===== src/rtl/sram_port_arbiter_if.sv =====
// Request, response and SRAM-port bundle shared between requesters, the
// port arbiter and the dual-port block SRAM.
interface sram_port_arbiter_if #(
  parameter int NUM_REQ    = 4,
  parameter int ADDR_WIDTH = 10,
  parameter int DATA_WIDTH = 256,
  parameter int ID_WIDTH   = 2
);
  logic [NUM_REQ-1:0]            wr_valid;
  logic [NUM_REQ-1:0]            wr_ready;
  logic [NUM_REQ*ADDR_WIDTH-1:0] wr_addr;
  logic [NUM_REQ*DATA_WIDTH-1:0] wr_data;
  logic [NUM_REQ-1:0]            rd_valid;
  logic [NUM_REQ-1:0]            rd_ready;
  logic [NUM_REQ*ADDR_WIDTH-1:0] rd_addr;
  logic                          rsp_valid;
  logic [ID_WIDTH-1:0]           rsp_id;
  logic [DATA_WIDTH-1:0]         rsp_data;
  logic                          sram_ena;
  logic                          sram_wea;
  logic [ADDR_WIDTH-1:0]         sram_addra;
  logic [DATA_WIDTH-1:0]         sram_dina;
  logic                          sram_enb;
  logic [ADDR_WIDTH-1:0]         sram_addrb;
  logic [DATA_WIDTH-1:0]         sram_doutb;

  // Requester/SRAM side of the bundle.
  modport master (
    output wr_valid, wr_addr, wr_data, rd_valid, rd_addr, sram_doutb,
    input  wr_ready, rd_ready, rsp_valid, rsp_id, rsp_data,
    input  sram_ena, sram_wea, sram_addra, sram_dina, sram_enb, sram_addrb
  );

  // Arbiter side of the bundle.
  modport slave (
    input  wr_valid, wr_addr, wr_data, rd_valid, rd_addr, sram_doutb,
    output wr_ready, rd_ready, rsp_valid, rsp_id, rsp_data,
    output sram_ena, sram_wea, sram_addra, sram_dina, sram_enb, sram_addrb
  );
endinterface


===== src/rtl/sram_port_arbiter.sv =====
// Round-robin write/read arbiter in front of a simple dual-port SRAM with
// registered port signals, tagged read responses and same-address stall.
module sram_port_arbiter #(
  parameter int NUM_REQ    = 4,
  parameter int ADDR_WIDTH = 10,
  parameter int DATA_WIDTH = 256,
  parameter int ID_WIDTH   = 2
) (
  input  logic                clka,
  input  logic                reset,
  sram_port_arbiter_if.slave  bus
);
  localparam int IDX_W = (NUM_REQ > 1) ? $clog2(NUM_REQ) : 1;

  typedef struct packed {
    logic             found;
    logic [IDX_W-1:0] idx;
  } pick_t;

  // First valid requester at or after ptr, wrapping modulo NUM_REQ.
  function automatic pick_t rr_pick(input logic [NUM_REQ-1:0] vld,
                                    input logic [IDX_W-1:0]   ptr);
    pick_t            p;
    logic [IDX_W:0]   s;
    logic [IDX_W-1:0] c;
    p = '0;
    for (int k = 0; k < NUM_REQ; k++) begin
      s = {1'b0, ptr} + (IDX_W+1)'(k);
      if (s >= (IDX_W+1)'(NUM_REQ)) s = s - (IDX_W+1)'(NUM_REQ);
      c = s[IDX_W-1:0];
      if (!p.found && vld[c]) begin
        p.found = 1'b1;
        p.idx   = c;
      end
    end
    return p;
  endfunction

  function automatic logic [IDX_W-1:0] ptr_next(input logic [IDX_W-1:0] idx);
    return (idx == IDX_W'(NUM_REQ-1)) ? '0 : idx + 1'b1;
  endfunction

  logic [ADDR_WIDTH-1:0] wr_addr_a [NUM_REQ];
  logic [DATA_WIDTH-1:0] wr_data_a [NUM_REQ];
  logic [ADDR_WIDTH-1:0] rd_addr_a [NUM_REQ];

  for (genvar g = 0; g < NUM_REQ; g++) begin : g_unpack
    assign wr_addr_a[g] = bus.wr_addr[g*ADDR_WIDTH +: ADDR_WIDTH];
    assign wr_data_a[g] = bus.wr_data[g*DATA_WIDTH +: DATA_WIDTH];
    assign rd_addr_a[g] = bus.rd_addr[g*ADDR_WIDTH +: ADDR_WIDTH];
  end

  logic [IDX_W-1:0]   wr_ptr_q, wr_ptr_d;
  logic [IDX_W-1:0]   rd_ptr_q, rd_ptr_d;
  pick_t              wr_pick, rd_pick;
  logic               collide;
  logic               wr_acc_p0, rd_acc_p0;
  logic [NUM_REQ-1:0] wr_gnt, rd_gnt;

  // Stage p0: combinational grant selection and collision stall
  always_comb begin
    wr_pick   = rr_pick(bus.wr_valid, wr_ptr_q);
    rd_pick   = rr_pick(bus.rd_valid, rd_ptr_q);
    // A read hitting the address being written this cycle must wait one
    // cycle so it is issued after the write has committed.
    collide   = wr_pick.found && rd_pick.found &&
                (wr_addr_a[wr_pick.idx] == rd_addr_a[rd_pick.idx]);
    wr_acc_p0 = wr_pick.found && !reset;
    rd_acc_p0 = rd_pick.found && !collide && !reset;
    wr_gnt    = wr_acc_p0 ? (NUM_REQ'(1) << wr_pick.idx) : '0;
    rd_gnt    = rd_acc_p0 ? (NUM_REQ'(1) << rd_pick.idx) : '0;
    wr_ptr_d  = wr_acc_p0 ? ptr_next(wr_pick.idx) : wr_ptr_q;
    rd_ptr_d  = rd_acc_p0 ? ptr_next(rd_pick.idx) : rd_ptr_q;
  end

  assign bus.wr_ready = wr_gnt;
  assign bus.rd_ready = rd_gnt;

  always_ff @(posedge clka) begin
    if (reset) begin
      wr_ptr_q <= '0;
      rd_ptr_q <= '0;
    end else begin
      wr_ptr_q <= wr_ptr_d;
      rd_ptr_q <= rd_ptr_d;
    end
  end

  logic                  sram_ena_p1_q;
  logic [ADDR_WIDTH-1:0] sram_addra_p1_q;
  logic [DATA_WIDTH-1:0] sram_dina_p1_q;
  logic                  sram_enb_p1_q;
  logic [ADDR_WIDTH-1:0] sram_addrb_p1_q;
  logic [ID_WIDTH-1:0]   rd_id_p1_q;

  // Stage p1: registered SRAM port signals
  always_ff @(posedge clka) begin
    if (reset) begin
      sram_ena_p1_q   <= 1'b0;
      sram_addra_p1_q <= '0;
      sram_dina_p1_q  <= '0;
      sram_enb_p1_q   <= 1'b0;
      sram_addrb_p1_q <= '0;
      rd_id_p1_q      <= '0;
    end else begin
      sram_ena_p1_q <= wr_acc_p0;
      sram_enb_p1_q <= rd_acc_p0;
      if (wr_acc_p0) begin
        sram_addra_p1_q <= wr_addr_a[wr_pick.idx];
        sram_dina_p1_q  <= wr_data_a[wr_pick.idx];
      end
      if (rd_acc_p0) begin
        sram_addrb_p1_q <= rd_addr_a[rd_pick.idx];
        rd_id_p1_q      <= ID_WIDTH'(rd_pick.idx);
      end
    end
  end

  assign bus.sram_ena   = sram_ena_p1_q;
  assign bus.sram_wea   = sram_ena_p1_q;
  assign bus.sram_addra = sram_addra_p1_q;
  assign bus.sram_dina  = sram_dina_p1_q;
  assign bus.sram_enb   = sram_enb_p1_q;
  assign bus.sram_addrb = sram_addrb_p1_q;

  logic                rsp_vld_p2_q;
  logic [ID_WIDTH-1:0] rsp_id_p2_q;

  // Stage p2: response tag aligned with the SRAM's registered read data
  always_ff @(posedge clka) begin
    if (reset) begin
      rsp_vld_p2_q <= 1'b0;
      rsp_id_p2_q  <= '0;
    end else begin
      rsp_vld_p2_q <= sram_enb_p1_q;
      if (sram_enb_p1_q) rsp_id_p2_q <= rd_id_p1_q;
    end
  end

  assign bus.rsp_valid = rsp_vld_p2_q;
  assign bus.rsp_id    = rsp_id_p2_q;
  assign bus.rsp_data  = bus.sram_doutb;

endmodule

===== src/flat_wrapper.sv =====
// flat-port wrapper written by rule: the top's interface ports become plain ports
module sram_port_arbiter_flat 
#(
  parameter int NUM_REQ    = 4,
  parameter int ADDR_WIDTH = 10,
  parameter int DATA_WIDTH = 256,
  parameter int ID_WIDTH   = 2
)
  (clka, reset, bus_wr_valid, bus_wr_addr, bus_wr_data, bus_rd_valid, bus_rd_addr, bus_sram_doutb, bus_wr_ready, bus_rd_ready, bus_rsp_valid, bus_rsp_id, bus_rsp_data, bus_sram_ena, bus_sram_wea, bus_sram_addra, bus_sram_dina, bus_sram_enb, bus_sram_addrb);
  sram_port_arbiter_if #(.NUM_REQ(NUM_REQ), .ADDR_WIDTH(ADDR_WIDTH), .DATA_WIDTH(DATA_WIDTH), .ID_WIDTH(ID_WIDTH)) bus_i ();
  input  logic clka;
  input  logic reset;
  input wire logic [$bits(bus_i.wr_valid)-1:0] bus_wr_valid;
  input wire logic [$bits(bus_i.wr_addr)-1:0] bus_wr_addr;
  input wire logic [$bits(bus_i.wr_data)-1:0] bus_wr_data;
  input wire logic [$bits(bus_i.rd_valid)-1:0] bus_rd_valid;
  input wire logic [$bits(bus_i.rd_addr)-1:0] bus_rd_addr;
  input wire logic [$bits(bus_i.sram_doutb)-1:0] bus_sram_doutb;
  output wire logic [$bits(bus_i.wr_ready)-1:0] bus_wr_ready;
  output wire logic [$bits(bus_i.rd_ready)-1:0] bus_rd_ready;
  output wire logic [$bits(bus_i.rsp_valid)-1:0] bus_rsp_valid;
  output wire logic [$bits(bus_i.rsp_id)-1:0] bus_rsp_id;
  output wire logic [$bits(bus_i.rsp_data)-1:0] bus_rsp_data;
  output wire logic [$bits(bus_i.sram_ena)-1:0] bus_sram_ena;
  output wire logic [$bits(bus_i.sram_wea)-1:0] bus_sram_wea;
  output wire logic [$bits(bus_i.sram_addra)-1:0] bus_sram_addra;
  output wire logic [$bits(bus_i.sram_dina)-1:0] bus_sram_dina;
  output wire logic [$bits(bus_i.sram_enb)-1:0] bus_sram_enb;
  output wire logic [$bits(bus_i.sram_addrb)-1:0] bus_sram_addrb;
  assign bus_i.wr_valid = bus_wr_valid;
  assign bus_i.wr_addr = bus_wr_addr;
  assign bus_i.wr_data = bus_wr_data;
  assign bus_i.rd_valid = bus_rd_valid;
  assign bus_i.rd_addr = bus_rd_addr;
  assign bus_i.sram_doutb = bus_sram_doutb;
  assign bus_wr_ready = bus_i.wr_ready;
  assign bus_rd_ready = bus_i.rd_ready;
  assign bus_rsp_valid = bus_i.rsp_valid;
  assign bus_rsp_id = bus_i.rsp_id;
  assign bus_rsp_data = bus_i.rsp_data;
  assign bus_sram_ena = bus_i.sram_ena;
  assign bus_sram_wea = bus_i.sram_wea;
  assign bus_sram_addra = bus_i.sram_addra;
  assign bus_sram_dina = bus_i.sram_dina;
  assign bus_sram_enb = bus_i.sram_enb;
  assign bus_sram_addrb = bus_i.sram_addrb;
  sram_port_arbiter #(.NUM_REQ(NUM_REQ), .ADDR_WIDTH(ADDR_WIDTH), .DATA_WIDTH(DATA_WIDTH), .ID_WIDTH(ID_WIDTH)) u_core (.clka(clka), .reset(reset), .bus(bus_i));
endmodule

===== config.mk =====
export PLATFORM = sky130hd
export DESIGN_NAME = sram_port_arbiter_flat
export DESIGN_NICKNAME = d
export VERILOG_FILES = /design/src/rtl/sram_port_arbiter_if.sv /design/src/rtl/sram_port_arbiter.sv /design/src/flat_wrapper.sv
export SDC_FILE = /design/constraint.sdc
export NUM_CORES = 1
export LEC_CHECK = 0
export BUFFER_PORTS_ARGS = -buffer_cell sky130_fd_sc_hd__buf_2
export CAP_MARGIN = 10
export CORE_AREA = 2 2 739 741
export DETAILED_ROUTE_END_ITERATION = 7
export DIE_AREA = 0 0 741 743
export PLACE_DENSITY = 0.3
export SYNTH_ARGS = -nofsm -noshare
export SYNTH_HDL_FRONTEND = slang
export SYNTH_SLANG_ARGS = --single-unit

===== constraint.sdc =====
create_clock -name clka -period 3.3 [get_ports clka]
set_input_delay 0.66 -clock clka [delete_from_list [all_inputs] [get_ports clka]]
set_output_delay 0.66 -clock clka [all_outputs]
set_load 0.02 [all_outputs]

==> results_tabular.tex <==
\begin{tabular}{lr}
\hline
Metric & Value \\
\hline
\multicolumn{2}{l}{\textbf{GRT}} \\
Met3 track demand over resource in global routing & 8.28\% \\
Remaining Overflow, GRT & 0 \\
Global-route wire length before repair & 452,000 µm \\
Fraction of met2 tracks used by global routing & 20.6\% \\
Number of antenna violations at the first check in global routing & 579 \\
Pin count of the biggest net entering global routing & 89 \\
Via count of the first global-routing pass & 28.8k \\
Layer with the highest usage after global routing & met2 \\
Met1 GRT Util & 15.6\% \\
Total global routing track utilization & 13.5\% \\
\multicolumn{2}{l}{\textbf{Power and ir drop}} \\
Lkg Pwr & 0.0153 µW \\
Peak supply drop & 0.432 mV \\
Total power per unit cell area & 598 mW/mm² \\
Power after layout & 22,800 µW \\
\multicolumn{2}{l}{\textbf{Clocking}} \\
CTS H-tree depth & 2 \\
TritonCTS clock tree & done \\
Clock transition at the registers of the reported paths & 70 ps \\
Clock Tree Root & sky130\_fd\_sc\_hd\_\_clkbuf\_16 \\
Clk Latency, worst-skew pair & 800 ps \\
Number of buffers created by CTS & 52 \\
Deepest clock path buffer count & 3 \\
Number of clock sinks & 287 \\
Hold buffer count at CTS & 0 \\
\multicolumn{2}{l}{\textbf{Synthesis}} \\
Async SR Flop Fraction & 0\% \\
Synthesized area per cell & 6.68 µm² \\
Number of instances in the synthesized netlist & 2,914 \\
Proportion of synthesized chip area in sequential cells & 29.5\% \\
Number of synthesized flops with an enable pin & 0 \\
Synthesized flop and latch total & 287 \\
Synth area leaders & sky130\_fd\_sc\_hd\_\_dfxtp\_1, sky130\_fd\_sc\_hd\_\_nand2\_1, sky130\_fd\_sc\_hd\_\_nand3\_1, sky130\_fd\_sc\_hd\_\_a32o\_1, sky130\_fd\_sc\_hd\_\_buf\_4 \\
Area of the mapped netlist & 0.0195 mm² \\
Area share of the leading cell type in the synthesized netlist & 29.5\% \\
Most frequent cell after synthesis & sky130\_fd\_sc\_hd\_\_nand2\_1 \\
Most frequently used flop master after synthesis & sky130\_fd\_sc\_hd\_\_dfxtp\_1 \\
Largest area contributor in the netlist & sky130\_fd\_sc\_hd\_\_dfxtp\_1 \\
Post-synthesis net count & 4,292 \\
Warning count from the yosys run & 0 \\
Most instantiated cells after synthesis & sky130\_fd\_sc\_hd\_\_nand2\_1, sky130\_fd\_sc\_hd\_\_nand3\_1, sky130\_fd\_sc\_hd\_\_dfxtp\_1 \\
Yosys cell types & 48 \\
\multicolumn{2}{l}{\textbf{Finish}} \\
Area growth, synth to finish & 96.0\% \\
Number of standard cells in the final layout excluding fillers & 11.6k \\
Util after Layout & 7.03\% \\
Layout net count & 5,508 \\
Proportion of layout cells with a drive suffix above 1 & 43.5\% \\
\multicolumn{2}{l}{\textbf{Outcome}} \\
Violated checks & negative setup slack \\
Result of the run & finished with violations \\
\multicolumn{2}{l}{\textbf{Critical path}} \\
Arrival time worst endpoint & 3440 ps \\
Maximum fanout count along the critical path & 9 \\
Count of cells along the worst register-to-register path & 15 \\
Type of element launching the critical path & flip-flop \\
WP data required & 2640 ps \\
Crit path kind & flip-flop to primary output \\
Worst setup EP type & primary output \\
\multicolumn{2}{l}{\textbf{Timing}} \\
Fin worst setup slack & -805 ps \\
Post-layout min period & 4100 ps \\
Unrepaired setup endpoints after global routing & true \\
Max Freq & 244 MHz \\
Count of final max-slew check failures & 0 \\
Slew of the pin with the lowest slew margin & 799 ps \\
Final setup violation count & 8 \\
Number of hold violations in the final report & 0 \\
Final setup skew & 82.1 ps \\
Aggregate negative setup slack & -3770 ps \\
Period utilization & 124\% \\
Max-slew headroom & 46.8\% \\
\multicolumn{2}{l}{\textbf{Die}} \\
Number of cell rows & 271 \\
Number of placed I/O pins & 1,916 \\
Y dimension of the die & 743 µm \\
Overall die area & 0.551 mm² \\
Core ar. & 0.543 mm² \\
Initial Util & 3.59\% \\
Width of the die & 741 µm \\
\multicolumn{2}{l}{\textbf{Routing}} \\
Antenna-violating nets left & 0 \\
Final routed DRC violation total & 0 \\
Via count & 30.9k \\
First drt pass iteration count & 6 \\
Drt first-iter violations & 2,728 \\
Routed wire length & 390,000 µm \\
Routed vias/inst & 2.67 \\
Routed length per instance & 33.7 µm \\
\multicolumn{2}{l}{\textbf{Flow run}} \\
Reported max-cap violation count & 0 \\
\multicolumn{2}{l}{\textbf{Worst hold path}} \\
Path type of the worst min-delay path & input port to flip-flop \\
Cell count of the worst hold path & 4 \\
\multicolumn{2}{l}{\textbf{Place}} \\
Placer congestion estimate & 1.09 \\
Half-perimeter wire length after detailed placement & 351,000 µm \\
\# placed instances & 11.3k \\
Port buffer count & 1,403 \\
\hline
\end{tabular}
[final cells by class]
cell class                      instances  area (µm²)
Sequential cell                       287        5750
Multi-Input combinational cell       2107       11000
Tap cell                             7234        9050
Timing Repair Buffer                 1668       10000
Antenna cell                          175         438
Inverter                               14        88.8
Clock buffer                           75        1530
Fill cell                           64600      505000
Clock inverter                         22         219
[critical path, stage by stage, from the launching register on]
cell and delay, ps:
sky130_fd_sc_hd__dfxtp_2 340, sky130_fd_sc_hd__nand2b_1 130, sky130_fd_sc_hd__a21oi_1 100, sky130_fd_sc_hd__or3_4 400, sky130_fd_sc_hd__buf_8 170, sky130_fd_sc_hd__a221o_1 370
sky130_fd_sc_hd__a211o_1 320, sky130_fd_sc_hd__nand4b_1 150, sky130_fd_sc_hd__nor4_4 70, sky130_fd_sc_hd__a21o_4 230, sky130_fd_sc_hd__buf_12 130, sky130_fd_sc_hd__nor2_4 170
sky130_fd_sc_hd__buf_12 150
[routing by layer]
layer / share of wire (%) / up-vias
met5: 0.54 / -
met4: 4.2 / 308
met3: 14 / 1158
met2: 42 / 2612
met1: 39 / 14400
li1: - / 12400
[placed cells by master (no fill, tap or decap), types with 13 or more instances in the layout]
| cell | n |
|---|---|
| sky130_fd_sc_hd__buf_2 | 1396 |
| sky130_fd_sc_hd__nand2b_1 | 14 |
| sky130_fd_sc_hd__buf_6 | 13 |
| sky130_fd_sc_hd__a21oi_1 | 52 |
| sky130_fd_sc_hd__diode_2 | 175 |
| sky130_fd_sc_hd__clkbuf_16 | 55 |
| sky130_fd_sc_hd__nor2_1 | 14 |
| sky130_fd_sc_hd__and2_1 | 15 |
| sky130_fd_sc_hd__dfxtp_1 | 283 |
| sky130_fd_sc_hd__mux2i_1 | 19 |
| sky130_fd_sc_hd__a32o_1 | 221 |
| sky130_fd_sc_hd__a221o_1 | 14 |
| sky130_fd_sc_hd__buf_12 | 66 |
| sky130_fd_sc_hd__nand2_1 | 1078 |
| sky130_fd_sc_hd__o21ai_0 | 13 |
| sky130_fd_sc_hd__buf_4 | 184 |
| sky130_fd_sc_hd__nand3_1 | 560 |
[worst paths after layout]
kind | to | from | slack [ps]
hold reg to reg | u_core.bus.sram_dina[139]$_SDFFE_PP0P_ | u_core.bus.sram_dina[139]$_SDFFE_PP0P_ | 450
hold / removal | u_core.bus.sram_dina[247]$_SDFFE_PP0P_ | bus_wr_data[503] | 220
setup / recovery | bus_rd_ready[0] | u_core.rd_ptr_q[0]$_SDFFE_PP0P_ | -800
setup reg to reg | u_core.rd_id_p1_q[1]$_SDFFE_PP0P_ | u_core.wr_ptr_q[0]$_SDFFE_PP0P_ | 140
[state kept, by name (all words and copies together) (netlist names)]
name,count
u_core.rd_ptr_q,2
u_core.rd_id_p1_q,2
u_core.bus.sram_dina,256
u_core.bus.rsp_id,2
u_core.bus.sram_ena,1
u_core.bus.sram_addra,10
u_core.bus.sram_addrb,10
u_core.bus.sram_enb,1
u_core.bus.rsp_valid,1
u_core.wr_ptr_q,2
[logic make-up after synthesis]
kind of cell | share of synthesized area (%)
and+or+nand+nor | 38.2
buffers and inverters | 15.2
AOI/OAI and AO/OA | 15.1
DFF | 29.5
muxes | 1.37
adders and majority gates | 0.514
xor gates and xnor gates | 0.135
[report_power, final]
part	switching (µW)	internal (µW)	leakage [µW]
registers	549	4230	0.00239
logic	7960	3940	0.0121
clock network	2770	3370	0.000847
[through the flow]
step	hold slack (ps)	instance area (µm²)	setup slack [ps]
2_1_floorplan	452	19500	-241
3_3_place_gp	442	35200	-1150
3_5_place_dp	441	35200	-1020
4_1_cts	115	37400	-960
5_1_grt	187	37900	-1000
6_report	218	38200	-805
[repair_timing]
item,CTS,global route
endpoints found under the setup margin,16,9
setup buffers,16,21
pin swaps,32,13
endpoints found under the hold margin,0,0
gates cloned,2,2
resized for setup,69,33
Power figures use the tool's default switching activity.
